===== src/rtl/mul_unit_seq_if.sv =====
// Handshake, operand and result bundle between the core controller and mul_unit_seq.
interface mul_unit_seq_if #(
  parameter int unsigned WIDTH = 32
);
  logic             start;
  logic             flush;
  logic [2:0]       mode;
  logic [WIDTH-1:0] src_a;
  logic [WIDTH-1:0] src_b;
  logic [WIDTH-1:0] acc_lo;
  logic [WIDTH-1:0] acc_hi;
  logic             busy;
  logic             done;
  logic [WIDTH-1:0] result_lo;
  logic [WIDTH-1:0] result_hi;
  logic             flag_n;
  logic             flag_z;

  modport master (
    output start, flush, mode, src_a, src_b, acc_lo, acc_hi,
    input  busy, done, result_lo, result_hi, flag_n, flag_z
  );

  modport slave (
    input  start, flush, mode, src_a, src_b, acc_lo, acc_hi,
    output busy, done, result_lo, result_hi, flag_n, flag_z
  );
endinterface


===== src/rtl/mul_unit_seq.sv =====
// Multi-cycle MUL/MLA/UMULL/UMLAL/SMULL/SMLAL unit retiring RADIX_BITS multiplier bits per cycle.
module mul_unit_seq #(
  parameter int unsigned WIDTH      = 32,
  parameter int unsigned RADIX_BITS = 1
) (
  input  logic          clk,
  input  logic          reset,
  mul_unit_seq_if.slave bus
);

  localparam int unsigned P_W   = 2 * WIDTH;
  localparam int unsigned STEPS = WIDTH / RADIX_BITS;
  localparam int unsigned CNT_W = (STEPS > 1) ? $clog2(STEPS) : 1;

  localparam logic [1:0] ST_IDLE = 2'd0;
  localparam logic [1:0] ST_CALC = 2'd1;
  localparam logic [1:0] ST_DONE = 2'd2;

  logic [1:0]       state_q,  state_d;
  logic [CNT_W-1:0] cnt_q,    cnt_d;
  logic [P_W-1:0]   prod_q,   prod_d;
  logic [P_W-1:0]   mcand_q,  mcand_d;
  logic [WIDTH-1:0] mplier_q, mplier_d;
  logic             long_q,   long_d;
  logic             busy_q,   busy_d;
  logic             done_q,   done_d;
  logic [WIDTH-1:0] res_lo_q, res_lo_d;
  logic [WIDTH-1:0] res_hi_q, res_hi_d;
  logic             flag_n_q, flag_n_d;
  logic             flag_z_q, flag_z_d;

  logic             is_mla, is_long, is_lacc, is_signed;
  logic [P_W-1:0]   acc_init, sign_corr, step_sum;

  // Request decode; signed forms start from acc - 2^W*(a_msb*b + b_msb*a) so the unsigned loop yields the signed product.
  always_comb begin
    is_mla    = (bus.mode == 3'b001);
    is_long   = bus.mode[2];
    is_lacc   = (bus.mode == 3'b101) || (bus.mode == 3'b111);
    is_signed = (bus.mode[2:1] == 2'b11);
    acc_init  = '0;
    sign_corr = '0;
    if (is_mla)  acc_init = P_W'(bus.acc_lo);
    if (is_lacc) acc_init = {bus.acc_hi, bus.acc_lo};
    if (is_signed && bus.src_a[WIDTH-1]) sign_corr = sign_corr + {bus.src_b, {WIDTH{1'b0}}};
    if (is_signed && bus.src_b[WIDTH-1]) sign_corr = sign_corr + {bus.src_a, {WIDTH{1'b0}}};
    step_sum  = prod_q + mcand_q * P_W'(mplier_q[RADIX_BITS-1:0]);
  end

  always_ff @(posedge clk or posedge reset) begin
    if (reset) begin
      state_q  <= ST_IDLE;
      cnt_q    <= '0;
      prod_q   <= '0;
      mcand_q  <= '0;
      mplier_q <= '0;
      long_q   <= 1'b0;
      busy_q   <= 1'b0;
      done_q   <= 1'b0;
      res_lo_q <= '0;
      res_hi_q <= '0;
      flag_n_q <= 1'b0;
      flag_z_q <= 1'b0;
    end else begin
      state_q  <= state_d;
      cnt_q    <= cnt_d;
      prod_q   <= prod_d;
      mcand_q  <= mcand_d;
      mplier_q <= mplier_d;
      long_q   <= long_d;
      busy_q   <= busy_d;
      done_q   <= done_d;
      res_lo_q <= res_lo_d;
      res_hi_q <= res_hi_d;
      flag_n_q <= flag_n_d;
      flag_z_q <= flag_z_d;
    end
  end

  // Next state and registered outputs; flush overrides everything but leaves results untouched.
  always_comb begin
    state_d  = state_q;
    cnt_d    = cnt_q;
    prod_d   = prod_q;
    mcand_d  = mcand_q;
    mplier_d = mplier_q;
    long_d   = long_q;
    busy_d   = 1'b0;
    done_d   = 1'b0;
    res_lo_d = res_lo_q;
    res_hi_d = res_hi_q;
    flag_n_d = flag_n_q;
    flag_z_d = flag_z_q;
    if (bus.flush) begin
      state_d = ST_IDLE;
      cnt_d   = '0;
    end else begin
      unique case (state_q)
        ST_IDLE, ST_DONE: begin
          state_d = ST_IDLE;
          if (bus.start) begin
            state_d  = ST_CALC;
            cnt_d    = '0;
            prod_d   = acc_init - sign_corr;
            mcand_d  = P_W'(bus.src_a);
            mplier_d = bus.src_b;
            long_d   = is_long;
            busy_d   = 1'b1;
          end
        end
        ST_CALC: begin
          prod_d   = step_sum;
          mcand_d  = mcand_q << RADIX_BITS;
          mplier_d = mplier_q >> RADIX_BITS;
          cnt_d    = cnt_q + CNT_W'(1);
          if (cnt_q == CNT_W'(STEPS - 1)) begin
            state_d  = ST_DONE;
            done_d   = 1'b1;
            res_lo_d = step_sum[WIDTH-1:0];
            if (long_q) begin
              res_hi_d = step_sum[P_W-1:WIDTH];
              flag_n_d = step_sum[P_W-1];
              flag_z_d = (step_sum == '0);
            end else begin
              res_hi_d = '0;
              flag_n_d = step_sum[WIDTH-1];
              flag_z_d = (step_sum[WIDTH-1:0] == '0);
            end
          end else begin
            busy_d = 1'b1;
          end
        end
        default: state_d = ST_IDLE;
      endcase
    end
  end

  assign bus.busy      = busy_q;
  assign bus.done      = done_q;
  assign bus.result_lo = res_lo_q;
  assign bus.result_hi = res_hi_q;
  assign bus.flag_n    = flag_n_q;
  assign bus.flag_z    = flag_z_q;

endmodule


===== src/flat_wrapper.sv =====
// flat-port wrapper written by rule: the top's interface ports become plain ports
module mul_unit_seq_flat 
#(
  parameter int unsigned WIDTH      = 32,
  parameter int unsigned RADIX_BITS = 1
)
  (clk, reset, bus_start, bus_flush, bus_mode, bus_src_a, bus_src_b, bus_acc_lo, bus_acc_hi, bus_busy, bus_done, bus_result_lo, bus_result_hi, bus_flag_n, bus_flag_z);
  mul_unit_seq_if #(.WIDTH(WIDTH)) bus_i ();
  input  logic clk;
  input  logic reset;
  input wire logic [$bits(bus_i.start)-1:0] bus_start;
  input wire logic [$bits(bus_i.flush)-1:0] bus_flush;
  input wire logic [$bits(bus_i.mode)-1:0] bus_mode;
  input wire logic [$bits(bus_i.src_a)-1:0] bus_src_a;
  input wire logic [$bits(bus_i.src_b)-1:0] bus_src_b;
  input wire logic [$bits(bus_i.acc_lo)-1:0] bus_acc_lo;
  input wire logic [$bits(bus_i.acc_hi)-1:0] bus_acc_hi;
  output wire logic [$bits(bus_i.busy)-1:0] bus_busy;
  output wire logic [$bits(bus_i.done)-1:0] bus_done;
  output wire logic [$bits(bus_i.result_lo)-1:0] bus_result_lo;
  output wire logic [$bits(bus_i.result_hi)-1:0] bus_result_hi;
  output wire logic [$bits(bus_i.flag_n)-1:0] bus_flag_n;
  output wire logic [$bits(bus_i.flag_z)-1:0] bus_flag_z;
  assign bus_i.start = bus_start;
  assign bus_i.flush = bus_flush;
  assign bus_i.mode = bus_mode;
  assign bus_i.src_a = bus_src_a;
  assign bus_i.src_b = bus_src_b;
  assign bus_i.acc_lo = bus_acc_lo;
  assign bus_i.acc_hi = bus_acc_hi;
  assign bus_busy = bus_i.busy;
  assign bus_done = bus_i.done;
  assign bus_result_lo = bus_i.result_lo;
  assign bus_result_hi = bus_i.result_hi;
  assign bus_flag_n = bus_i.flag_n;
  assign bus_flag_z = bus_i.flag_z;
  mul_unit_seq #(.WIDTH(WIDTH), .RADIX_BITS(RADIX_BITS)) u_core (.clk(clk), .reset(reset), .bus(bus_i));
endmodule

===== config.mk =====
export PLATFORM = sky130hd
export DESIGN_NAME = mul_unit_seq_flat
export DESIGN_NICKNAME = d
export VERILOG_FILES = /design/src/rtl/mul_unit_seq_if.sv /design/src/rtl/mul_unit_seq.sv /design/src/flat_wrapper.sv
export SDC_FILE = /design/constraint.sdc
export NUM_CORES = 1
export LEC_CHECK = 0
export ABC_CLOCK_PERIOD_IN_PS = 12500
export CAP_MARGIN = 20
export CORE_UTILIZATION = 64
export DETAILED_ROUTE_END_ITERATION = 12
export DONT_BUFFER_PORTS = 1
export GPL_TIMING_DRIVEN = 1
export HOLD_SLACK_MARGIN = 0.06
export PLACE_DENSITY = 0.83
export SLEW_MARGIN = 20
export SYNTH_ARGS = -nofsm -noshare
export SYNTH_HDL_FRONTEND = slang
export SYNTH_SLANG_ARGS = --single-unit

===== constraint.sdc =====
create_clock -name clk -period 12.5 [get_ports clk]
set_clock_uncertainty 0.1 [all_clocks]
set_input_delay 1.875 -clock clk [delete_from_list [all_inputs] [get_ports clk]]
set_output_delay 1.875 -clock clk [all_outputs]
set_load 0.1 [all_outputs]

==> results.json, run 1 <==
{
  "finalMaxSlewViolations": 0,
  "gp_congestion": 0.979,
  "highest_layer": "met5",
  "dp.cells": 2555,
  "viasPerCell": 6.63,
  "grt_max_degree": 97,
  "cp-start-kind": "primary input",
  "cap_violations": 0,
  "synth-async-reset-ratio": 1.00,
  "ios": 203,
  "clk_latency_ps": 550,
  "core-area_um2": 27900,
  "cp.required_ps": 12830,
  "cellPowerDensity_nw_per_um2": 182,
  "seqPwrFrac": 0.291,
  "wl_met3_um": 5870,
  "totalPowerFinal_uw": 3500,
  "tightestPinTransition_ps": 1050,
  "comb_power_share": 0.487,
  "period_needed_ps": 7660,
  "areaGrowthSynthToFinish_pct": 5.20,
  "cts_tree": "yes",
  "setup_violations": 0,
  "rr_endpoint": "u_core.bus.flag_z$_DFFE_PP0P_",
  "wl_met1_um": 24000,
  "fp.dieH_um": 171,
  "ys.flop_type": "dfrtp_1",
  "tns_ps": 0,
  "synth_cell_types": 81,
  "p_sw_uw": 1560,
  "hold_start": "u_core.prod_q[26]$_DFFE_PP0P_",
  "worstSetupStartpoint": "bus_mode[2]",
  "synth.avg_cell_area_um2": 7.89,
  "cts_sinks": 236,
  "numCtsBuffers": 27,
  "overflow": 0,
  "synth-seq-cells": 236,
  "drc": 0,
  "reg2reg_slack_ps": 6320,
  "dieArea_um2": 29200,
  "finalNonFillerCells": 2614,
  "detail-route-antenna-nets": 0,
  "endpoint": "u_core.prod_q[62]$_DFFE_PP0P_",
  "path_clk_slew_ps": 60,
  "layout-drive-gt1-share": 0.0382,
  "critPathMaxStageDelay_ps": 410,
  "drt-total-wl_um": 56100,
  "syn-num-nets": 2568,
  "cts_htree_levels": 1,
  "die_x_um": 171,
  "portBuffers": 0,
  "post_cts_buffers": 0,
  "worstPathMaxFanout": 45,
  "root_buffer": "clkbuf_16",
  "p_int_uw": 1940,
  "num_vias": 17300,
  "clockPowerShare": 0.222,
  "synthCells": 2314,
  "netlist_area_um2": 18300,
  "hold_class": "flop to flop",
  "slew_headroom": 0.303,
  "r2r-start": "u_core.mplier_q[0]$_DFFE_PP0P_",
  "crit_type": "primary input to flop",
  "nFillCells": 2370,
  "wire_per_inst_um": 21.5,
  "cp-end-kind": "flop",
  "switching_share": 0.446,
  "rows": 61,
  "setup_slack_ps": 4840,
  "fin_crit_sh": 0.613,
  "cp.arrival_ps": 7990,
  "cts_resized": 0,
  "synth_edf_count": 0,
  "max_freq_mhz": 131,
  "yosysSeqAreaShare": 0.323,
  "yosysWarnings": 0,
  "cts_hold_buf": 0,
  "dp_slack_ps": 4360,
  "cp_slowest_cell": "o21ai_0",
  "r2r_cells": 18,
  "wl_met2_um": 24300,
  "first_pass_iters": 6,
  "status": "completed",
  "ir_worst_vdd_v": 0.000112,
  "clock_path_buffers": 3,
  "whs_ps": 377,
  "hold_violations": 0,
  "start_util": 0.654,
  "nNetsFinal": 2460,
  "power.leakage_uw": 0.00861,
  "rsz0062_at_grt": "no",
  "grt_util_all_layers": 0.382,
  "grt_pass1_wl_um": 87200,
  "drt_iter0_markers": 1731,
  "grt_pass1_vias": 16000,
  "hpwl_um": 42000,
  "antenna_found_initial": 12
}
kinds of logic after synthesis:
kind of cell,share of synthesized area
compound gates,0.250
flops,0.323
simple gates,0.239
xor+xnor,0.0561
buf+inv,0.0404
fa+ha+maj,0.0866
mux,0.00500
layout by cell type, fill, tap and decap left out, types with 38 or more instances in the layout:
cell,Yosys,routed
and3_1,45,45
nor2_1,227,224
a21oi_1,170,170
o21ai_0,152,152
inv_1,39,38
xnor2_1,70,70
xor2_1,47,47
dfrtp_1,236,236
and2_1,98,98
a21o_1,47,47
nand2_1,346,344
a22o_1,63,63
a31oi_1,91,91
ha_1,116,116
metal layers:
layer | vias up | track usage
met5 | - | 0
met4 | 8 | 0.123
met3 | 138 | 0.0884
met2 | 825 | 0.582
met1 | 8254 | 0.534
li1 | 8111 | -
cell usage after synthesis, drive strengths merged, types with 8 or more instances:
| cell | number | area share |
|---|---|---|
| a22oi | 11 | 0.0045 |
| nand2 | 346 | 0.071 |
| nor2 | 227 | 0.047 |
| nor3 | 33 | 0.0097 |
| a221oi | 14 | 0.0067 |
| mux2i | 8 | 0.0044 |
| a22o | 63 | 0.030 |
| xor2 | 47 | 0.023 |
| dfrtp | 236 | 0.32 |
| o31ai | 13 | 0.0056 |
| clkbuf | 143 | 0.029 |
| xnor2 | 70 | 0.034 |
| nand2b | 27 | 0.0092 |
| nor4 | 11 | 0.0041 |
| a21oi | 171 | 0.047 |
| nand3 | 35 | 0.0096 |
| o21bai | 18 | 0.0074 |
| and3 | 46 | 0.016 |
| o21ai | 162 | 0.044 |
| a211oi | 16 | 0.0068 |
| a21o | 47 | 0.019 |
| o211ai | 21 | 0.0086 |
| o21a | 18 | 0.0074 |
| and4 | 9 | 0.0043 |
| ha | 116 | 0.079 |
| and2 | 98 | 0.034 |
| inv | 40 | 0.0082 |
| buf | 10 | 0.0028 |
| or3 | 16 | 0.0055 |
| nand4 | 31 | 0.011 |
| nor2b | 16 | 0.0055 |
| a31oi | 91 | 0.031 |
power groups by stage:
stage	clock (uW)	combinational (uW)	sequential (uW)
after global placement	0	1620	1020
after global routing	813	1860	1030
after detailed placement	0	1650	1030
after floorplan	0	1260	984
after CTS	782	1660	1010
final	778	1710	1020
per-stage QoR:
stage / instance area (um^2) / utilization
final: 19200 / 0.688
after global routing: 19200 / 0.688
after CTS: 19200 / 0.687
after detailed placement: 18300 / 0.656
after global placement: 18300 / 0.656
after floorplan: 18300 / -
sequential cells by signal, summed over array words and instances, names as in the netlist:
signal                cells
u_core.bus.result_hi     32
u_core.cnt_q              5
u_core.mcand_q           64
u_core.mplier_q          32
u_core.state_q            2
u_core.bus.result_lo     32
u_core.bus.flag_z         1
u_core.long_q             1
u_core.bus.busy           1
u_core.prod_q            64
u_core.bus.flag_n         1
u_core.bus.done           1
worst min path at each step:
stage | endpoint | slack (ps) | cells after the start
after floorplan | u_core.prod_q[13]$_DFFE_PP0P_ | 350 | 2
after global placement | u_core.prod_q[26]$_DFFE_PP0P_ | 360 | 2
after detailed placement | u_core.prod_q[13]$_DFFE_PP0P_ | 370 | 2
after CTS | u_core.prod_q[26]$_DFFE_PP0P_ | 380 | 2
after global routing | u_core.prod_q[33]$_DFFE_PP0P_ | 410 | 1
final | u_core.prod_q[26]$_DFFE_PP0P_ | 380 | 2
area by class of cell:
type,count,area [um^2],share of cell area
sequential,236,5910,0.307
clock inverter,11,104,0.00540
clock buffer,38,767,0.0399
timing repair buffer,16,124,0.00645
antenna,10,25.0,0.00130
inverter,40,158,0.00820
tap,378,473,0.0246
multi-input combinational,1885,11700,0.607
worst max-delay path, delay by kind of cell:
kind                     cells  cell delay (ps)
AO/OA/AOI/OAI               15             2940
AND/OR/NAND/NOR              9             1400
adder cells (fa/ha/maj)      3              870
XOR/XNOR                     2              350
buffers and inverters        3              530
Power figures use the tool's default switching activity.
==> inputs of run 2 (changes only) <==
- ABC_CLOCK_PERIOD_IN_PS: 12500 -> 7060
- clock period: 12.5 -> 7.06 ns (I/O delays scaled with it)
==> results.json, run 2 (synthesized netlist as in run 1, its figures left out) <==
{
  "worstPathMaxFanout": 42,
  "fp.dieH_um": 171,
  "drt_iter0_markers": 1958,
  "tightestPinTransition_ps": 995,
  "period_needed_ps": 6420,
  "grt_pass1_wl_um": 88000,
  "overflow": 0,
  "root_buffer": "clkbuf_16",
  "tns_ps": 0,
  "path_clk_slew_ps": 60,
  "cts_tree": "yes",
  "top_regs": "u_core.mcand_q x64, u_core.prod_q x64",
  "finalNonFillerCells": 2616,
  "nNetsFinal": 2462,
  "slew_headroom": 0.336,
  "drt-total-wl_um": 56700,
  "num_vias": 17400,
  "dieArea_um2": 29200,
  "post_cts_buffers": 0,
  "cts_hold_buf": 0,
  "cp-start-kind": "primary input",
  "cellPowerDensity_nw_per_um2": 326,
  "max_freq_mhz": 156,
  "drc": 0,
  "finalMaxSlewViolations": 0,
  "clk_latency_ps": 560,
  "most-common-layout-cells": "nand2_1 (344), dfrtp_1 (236), nor2_1 (224)",
  "layout-drive-gt1-share": 0.0395,
  "ios": 203,
  "met2_usage": 0.598,
  "clock_path_buffers": 3,
  "worst_path_most_repeated_cell": "a21oi_1",
  "detail-route-antenna-nets": 0,
  "hold_violations": 0,
  "wire_per_inst_um": 21.7,
  "final_common_cell": "nand2_1",
  "hpwl_um": 42400,
  "grt_max_degree": 134,
  "fin_crit_sh": 0.909,
  "met1_usage": 0.529,
  "hold_class": "flop to flop",
  "cts_sinks": 236,
  "cap_violations": 0,
  "top_usage_layer": "met2",
  "antenna_found_initial": 15,
  "cp.required_ps": 7400,
  "start_util": 0.654,
  "cp.arrival_ps": 6760,
  "cts_htree_levels": 1,
  "critPathMaxStageDelay_ps": 400,
  "crit_type": "primary input to flop",
  "die_x_um": 171,
  "first_pass_iters": 6,
  "cts_resized": 0,
  "setup_violations": 0,
  "numCtsBuffers": 27,
  "status": "completed",
  "viasPerCell": 6.66,
  "power.leakage_uw": 0.00865,
  "portBuffers": 0,
  "gp_congestion": 0.992,
  "r2r-start": "u_core.mplier_q[0]$_DFFE_PP0P_",
  "cp-end-kind": "flop",
  "areaGrowthSynthToFinish_pct": 5.73,
  "core-area_um2": 27900,
  "ir_worst_vdd_v": 0.000241,
  "grtUsageMet3": 0.0851,
  "dp.cells": 2557,
  "finish.utilization": 0.691,
  "reg2reg_slack_ps": 1340,
  "rsz0062_at_grt": "no",
  "rows": 61,
  "worstSetupStartpoint": "bus_mode[2]",
  "grt_util_all_layers": 0.384,
  "nFillCells": 2342,
  "hold_start": "u_core.prod_q[6]$_DFFE_PP0P_",
  "grt_pass1_vias": 16000,
  "cp_slowest_cell": "or4_1"
}
[run 2: final cells by class]
class / instances / area, um^2 / share of cell area
Antenna cell: 12 / 30.0 / 0.00155
Clock buffer: 36 / 759 / 0.0393
Clock inverter: 11 / 179 / 0.00926
Inverter: 40 / 154 / 0.00797
Multi-Input combinational cell: 1885 / 11700 / 0.604
Sequential cell: 236 / 5910 / 0.306
Tap cell: 378 / 473 / 0.0245
Timing Repair Buffer: 18 / 148 / 0.00764
[run 2: power breakdown]
part	leakage, uW	total, uW	switching [uW]	internal, uW
Clock	0.000456	1500	600	902
Sequential	0.00297	1810	202	1600
Combinational	0.00523	2990	1950	1040
Total	0.00865	6300	2750	3540
[run 2: routing by layer]
metal	wire length, um	up-vias	share of wire
met3	5890	124	0.10
met1	24100	8305	0.43
met5	39	-	0.00069
met2	24800	868	0.44
met4	1860	6	0.033
li1	-	8108	-
[run 2: final timing paths]
| kind | depth (start not counted) | endpoint |
|---|---|---|
| setup / recovery | 31 | u_core.prod_q[62]$_DFFE_PP0P_ |
| hold / removal | 2 | u_core.prod_q[6]$_DFFE_PP0P_ |
| setup reg to reg | 17 | u_core.bus.flag_z$_DFFE_PP0P_ |
| hold reg to reg | 2 | u_core.prod_q[6]$_DFFE_PP0P_ |
| max in group asynchronous | 2 | u_core.bus.busy$_DFF_PP0_ |
| min in group asynchronous | 1 | u_core.bus.result_lo[10]$_DFFE_PP0P_ |
[run 2: per-stage QoR]
step                      cell area (um^2)  hold WS, ps  worst slack [ps]  power, uW
after floorplan                      18300          345              33.3       3970
after global placement               18300          358               394       4660
after detailed placement             18300          377               204       4710
after CTS                            19300          392               769       6220
after global routing                 19300          411               219       6660
final                                19300          387               644       6300
[run 2: worst max-delay path: cells and delay by family]
kind                     cells  cell delay [ps]
AO/OA/AOI/OAI               15             2670
XOR/XNOR                     2              360
adder cells (fa/ha/maj)      3              860
buffers and inverters        2              180
AND/OR/NAND/NOR              9             1620
==> inputs of run 3 (changes only) <==
==> constraint.sdc (replaced) <==
create_clock -name clk -period 7.06 [get_ports clk]
set_clock_uncertainty 0.1 [all_clocks]
set_input_delay 1.412 -clock clk [delete_from_list [all_inputs] [get_ports clk]]
set_output_delay 1.412 -clock clk [all_outputs]
set_load 0.1 [all_outputs]
==> results.json, run 3 (synthesized netlist as in run 1, its figures left out) <==
{
  "status": "completed",
  "ir_worst_vdd_v": 0.000257,
  "dp_slack_ps": -111,
  "detail-route-antenna-nets": 0,
  "wire_per_inst_um": 22.0,
  "worst_path_most_repeated_cell": "nor2_1",
  "drc": 0,
  "cp.required_ps": 7400,
  "portBuffers": 0,
  "antenna_found_initial": 13,
  "grt_pass1_vias": 16200,
  "layout-drive-gt1-share": 0.0422,
  "slew_headroom": 0.325,
  "cts_tree": "yes",
  "crit_type": "primary input to flop",
  "critPathMaxStageDelay_ps": 410,
  "hold_class": "flop to flop",
  "nNetsFinal": 2463,
  "clock_path_buffers": 3,
  "grt_util_all_layers": 0.391,
  "path_clk_slew_ps": 60,
  "die_x_um": 171,
  "switching_share": 0.446,
  "fp.dieH_um": 171,
  "areaGrowthSynthToFinish_pct": 5.51,
  "cap_violations": 0,
  "cp-end-kind": "flop",
  "ios": 203,
  "cts_hold_buf": 0,
  "comb_power_share": 0.485,
  "drt-total-wl_um": 57700,
  "nFillCells": 2335,
  "rows": 61,
  "totalPowerFinal_uw": 6240,
  "cellPowerDensity_nw_per_um2": 324,
  "power.leakage_uw": 0.00862,
  "p_sw_uw": 2790,
  "grt_max_degree": 134,
  "period_needed_ps": 6640,
  "crit_family": "compound AO/OA/AOI/OAI gates",
  "top_regs": "u_core.mcand_q x64, u_core.prod_q x64",
  "cp_slowest_cell": "or4_1",
  "clk_latency_ps": 560,
  "start_util": 0.654,
  "post_cts_buffers": 0,
  "numCtsBuffers": 27,
  "worstSetupStartpoint": "bus_mode[2]",
  "hold_violations": 0,
  "p_int_uw": 3450,
  "fin_crit_sh": 0.941,
  "dieArea_um2": 29200,
  "grt_pass1_wl_um": 89600,
  "crit_buf_inv": 2,
  "overflow": 0,
  "seqPwrFrac": 0.290,
  "cts_htree_levels": 1,
  "setup_slack_ps": 415,
  "viasPerCell": 6.73,
  "final_common_cell": "nand2_1",
  "clockPowerShare": 0.226,
  "first_pass_iters": 6,
  "cp-start-kind": "primary input",
  "worstPathMaxFanout": 42,
  "cp.arrival_ps": 6990,
  "cts_sinks": 236,
  "most-common-layout-cells": "nand2_1 (344), dfrtp_1 (236), nor2_1 (224)",
  "num_vias": 17600,
  "core-area_um2": 27900,
  "tightestPinTransition_ps": 1010,
  "hpwl_um": 42800,
  "gp_congestion": 1.00,
  "root_buffer": "clkbuf_16",
  "drt_iter0_markers": 1894,
  "hold_start": "u_core.prod_q[6]$_DFFE_PP0P_",
  "max_freq_mhz": 150,
  "setup_violations": 0,
  "r2r-start": "u_core.mplier_q[0]$_DFFE_PP0P_",
  "finalMaxSlewViolations": 0
}
## run 3: cell types whose count changed in the layout (fill, tap and decap cells not counted), moves of 2 or more
cell,previous run,this run
diode_2,12,10
clkbuf_8,5,3
bufinv_16,4,2
a21oi_2,1,3
a21oi_1,170,168
inv_6,1,3
clkbuf_1,4,6
clkinv_2,3,5
## run 3: final timing paths
check / to / slack [ps] / cells past startpoint
worst max-delay path: u_core.prod_q[62]$_DFFE_PP0P_ / 420 / 31
worst min-delay path: u_core.prod_q[6]$_DFFE_PP0P_ / 380 / 2
worst max register to register: u_core.bus.flag_z$_DFFE_PP0P_ / 1070 / 17
worst min register to register: u_core.prod_q[6]$_DFFE_PP0P_ / 380 / 2
max in group asynchronous: u_core.bus.busy$_DFF_PP0_ / 4810 / 2
min in group asynchronous: u_core.bus.result_lo[7]$_DFFE_PP0P_ / 720 / 1
## run 3: final cells by class
type / instances / area (um^2) / share of cell area
Antenna cell: 10 / 25.0 / 0.00130
Clock buffer: 36 / 739 / 0.0384
Clock inverter: 13 / 135 / 0.00701
Inverter: 40 / 154 / 0.00798
Multi-Input combinational cell: 1885 / 11700 / 0.606
Sequential cell: 236 / 5910 / 0.306
Tap cell: 378 / 473 / 0.0245
Timing Repair Buffer: 19 / 155 / 0.00805
## run 3: worst min-delay path, delay by kind of cell (launching register included)
| kind | cells | cell delay, ps |
|---|---|---|
| compound gates | 1 | 60 |
| simple gates | 1 | 50 |
| flops | 1 | 350 |
## run 3: per-stage QoR
| stage | std cells | setup TNS, ps | instance area (um^2) | util | hold slack [ps] |
|---|---|---|---|---|---|
| final | 2617 | 0 | 19300 | 0.690 | 383 |
| after global routing | 2615 | -37.1 | 19300 | 0.690 | 412 |
| after CTS | 2607 | 0 | 19200 | 0.689 | 385 |
| after detailed placement | 2558 | -153 | 18400 | 0.657 | 372 |
| after global placement | 2558 | 0 | 18400 | 0.657 | 357 |
| after floorplan | 2314 | 0 | 18300 | - | 345 |
## run 3: power by group through the flow
stage / clock network (uW) / registers [uW] / logic [uW]
CTS: 1420 / 1800 / 2940
finish: 1410 / 1810 / 3020
detailed placement: 0 / 1820 / 2910
global route: 1470 / 1830 / 3290
floorplan: 0 / 1740 / 2230
global placement: 0 / 1810 / 2880
## run 3: timing repair
item / 4_1_cts / 5_1_grt
gates resized for setup: 0 / 3
setup endpoints to repair: 0 / 2
endpoints found under the hold margin: 0 / 0
## run 3: per-layer routing
metal	up-vias	track usage	routed length, um
li1	8120	-	-
met5	-	0	53
met1	8404	0.536	24200
met2	923	0.597	25300
met4	8	0.144	2210
met3	147	0.0925	5980
==> patch: new RTL, config.mk and constraints of run 3 <==
Reset style: synchronous (`reset`), changed in one clocked block.
--- a/src/rtl/mul_unit_seq.sv
+++ b/src/rtl/mul_unit_seq.sv
@@ -48,5 +48,5 @@
   end
 
-  always_ff @(posedge clk or posedge reset) begin
+  always_ff @(posedge clk) begin
     if (reset) begin
       state_q  <= ST_IDLE;
Behaviour: differs if reset is asserted again (counterexample within 4 cycles, from zero or initial values and one cycle with reset high); with reset held inactive, the same outputs for 10 cycles.
==> patch against run 3 <==
  * Hold slack got worse by 0.0054 ns
  * Sequential cell count unchanged
  * Worst setup slack improved by 0.16 ns
  * Largest cell class unchanged
  * Final area decreased by 0.96%
  * Area after synthesis increased by 0.36%
  * Routed wire length increased by 10%
  * Global-route usage increased by 2.9 points
Power is not compared: it rests on default switching activity, and its combinational part moved more than twofold at a synthesized area within 25%.
==> patch: results (changes against run 3) <==
rr_worst_depth: 16  # was 17
hp-class: "reg2reg"  # unchanged
period_share_pct: 91.9  # was 94.1%
dp_slack_ns: 0.200  # was -0.111 ns
dp_hpwl_um: 47600  # was 42800 um
clkSlewWorstSetupHoldPaths_ns: 0.06  # about the same
synthTopCellsByCount: "nand2_1 (327), nor2_1 (276), a21oi_1 (250), dfxtp_1 (236), clkbuf_1 (139)"  # was nand2_1 (346), dfrtp_1 (236), nor2_1 (227), a21oi_1 (170), o21ai_0 (152)
grt_use_total_pct: 41.9  # was 39.1%
drive_above_1_share_pct: 4.24  # was 4.22%
slowest_stage: "a311oi_1"  # was or4_1
synth_fp_nets: 2743  # was 2568
reg2reg_slack_ns: 1.33  # was 1.07 ns
layout.nets: 2620  # was 2463
grt_max_degree: 231  # was 134
ys.flop_type: "dfxtp_1"  # was dfrtp_1
antenna_found_initial: 4  # was 13
placed_cell_area_um2: 18300  # was 18400 um2
drt-total-wl_um: 63400  # was 57700 um
dr.pass1.iters: 8  # was 6
first_iter_violations: 2736  # was 1894
nFillCells: 2406  # was 2335
grt_pass1_vias: 17088  # was 16241
crit_fanout: 9  # was 42
place_congestion: 1.06  # was 1.00
yosys-top-cells-area: "dfxtp_1 (26%), ha_1 (7.9%), a21oi_1 (6.8%), nand2_1 (6.7%), nor2_1 (5.7%)"  # was dfrtp_1 (32%), ha_1 (7.9%), nand2_1 (7.1%), nor2_1 (4.7%), a21oi_1 (4.7%)
async_flop_share_pct: 0  # was 100%
max_stage_delay_ns: 0.44  # was 0.41 ns
outcome: "finished clean"  # unchanged
r2r_start: "u_core.mplier_q[0]"  # unchanged
startpoint: "bus_mode[1]"  # was bus_mode[2]
cts_buffers: 25  # was 27
grt_pass1_wl_um: 95900  # was 89600 um
worst_ep_arrival_time_ns: 6.87  # was 6.99 ns
power_leakage_nw: 7.65
endpoint: "u_core.prod_q[63]"  # was u_core.prod_q[62]
yosysUniqueCellTypes: 90  # was 81
r2r-end: "u_core.bus.flag_z"  # unchanged
[patch: cell count changes in the layout (fill, tap and decap cells not counted), moves of 12 or more]
cell	change
dfrtp_1	-236
dfxtp_1	+236
a21oi_1	+82
a22oi_1	+75
a31oi_1	-74
a311oi_1	+68
a22o_1	-62
nand2b_1	+56
o21ai_0	-55
nor2_1	+48
a221oi_1	+20
nand2_1	-19
o211ai_1	-12
[patch: worst min path at each step]
stage                        startpoint  slack (ns)  cells past startpoint                   to
global route        u_core.mplier_q[11]        0.39                      2  u_core.mplier_q[10]
global placement    u_core.mplier_q[10]        0.35                      2   u_core.mplier_q[9]
detailed placement  u_core.mplier_q[11]        0.36                      2  u_core.mplier_q[10]
finish              u_core.mplier_q[12]        0.38                      2  u_core.mplier_q[11]
floorplan             u_core.prod_q[32]        0.34                      2    u_core.prod_q[32]
CTS                 u_core.mplier_q[11]        0.37                      2  u_core.mplier_q[10]
[patch: logic make-up (layout without fill, tap and decap cells)]
| group | count (synthesis) | after routing | synth area share, % |
|---|---|---|---|
| flip-flops | 236 | 236 | 25.8 |
| other | 0 | 2 | 0 |
| multiplexers | 8 | 8 | 0.450 |
| buffers and inverters | 212 | 103 | 4.58 |
| adder cells (fa/ha/maj) | 122 | 122 | 8.41 |
| AO/OA/AOI/OAI | 778 | 778 | 28.8 |
| XOR/XNOR | 110 | 110 | 5.25 |
| AND/OR/NAND/NOR | 1023 | 1023 | 26.8 |
[patch: area by class of cell]
type / instances / share of cell area, %
clock inverter: 9 / 0.485
tap: 378 / 2.48
antenna: 2 / 0.0262
sequential: 236 / 24.7
multi-input combinational: 2041 / 67.1
clock buffer: 32 / 3.57
timing repair buffer: 20 / 0.787
inverter: 42 / 0.826
[patch: routing by layer]
| metal | track usage (%) | wire length [um] | up-vias |
|---|---|---|---|
| li1 | - | - | 8796 |
| met1 | 55.4 | 25600 | 8954 |
| met2 | 64.4 | 27100 | 1130 |
| met3 | 10.4 | 7530 | 201 |
| met4 | 18.6 | 3150 | 4 |
| met5 | 0 | 31 | - |
[patch: stage by stage]
step | util [%] | power, mW | std cells
2_1_floorplan | - | 2.07 | 2489
3_3_place_gp | 65.4 | 2.22 | 2717
3_5_place_dp | 65.4 | 2.25 | 2717
4_1_cts | 68.1 | 3.51 | 2758
5_1_grt | 68.1 | 3.66 | 2759
6_report | 68.2 | 3.54 | 2760
[patch: power by group]
part           total [mW]  switching (mW)  internal [mW]
combinational       0.787           0.491          0.296
clock                1.29           0.571          0.718
sequential           1.47          0.0649           1.40
total                3.54            1.13           2.41
[patch: tightest hold or removal path, stage by stage, from the launching register on]
cell	delay, ns
dfxtp_1	0.31
nand2_1	0.05
a311oi_1	0.07
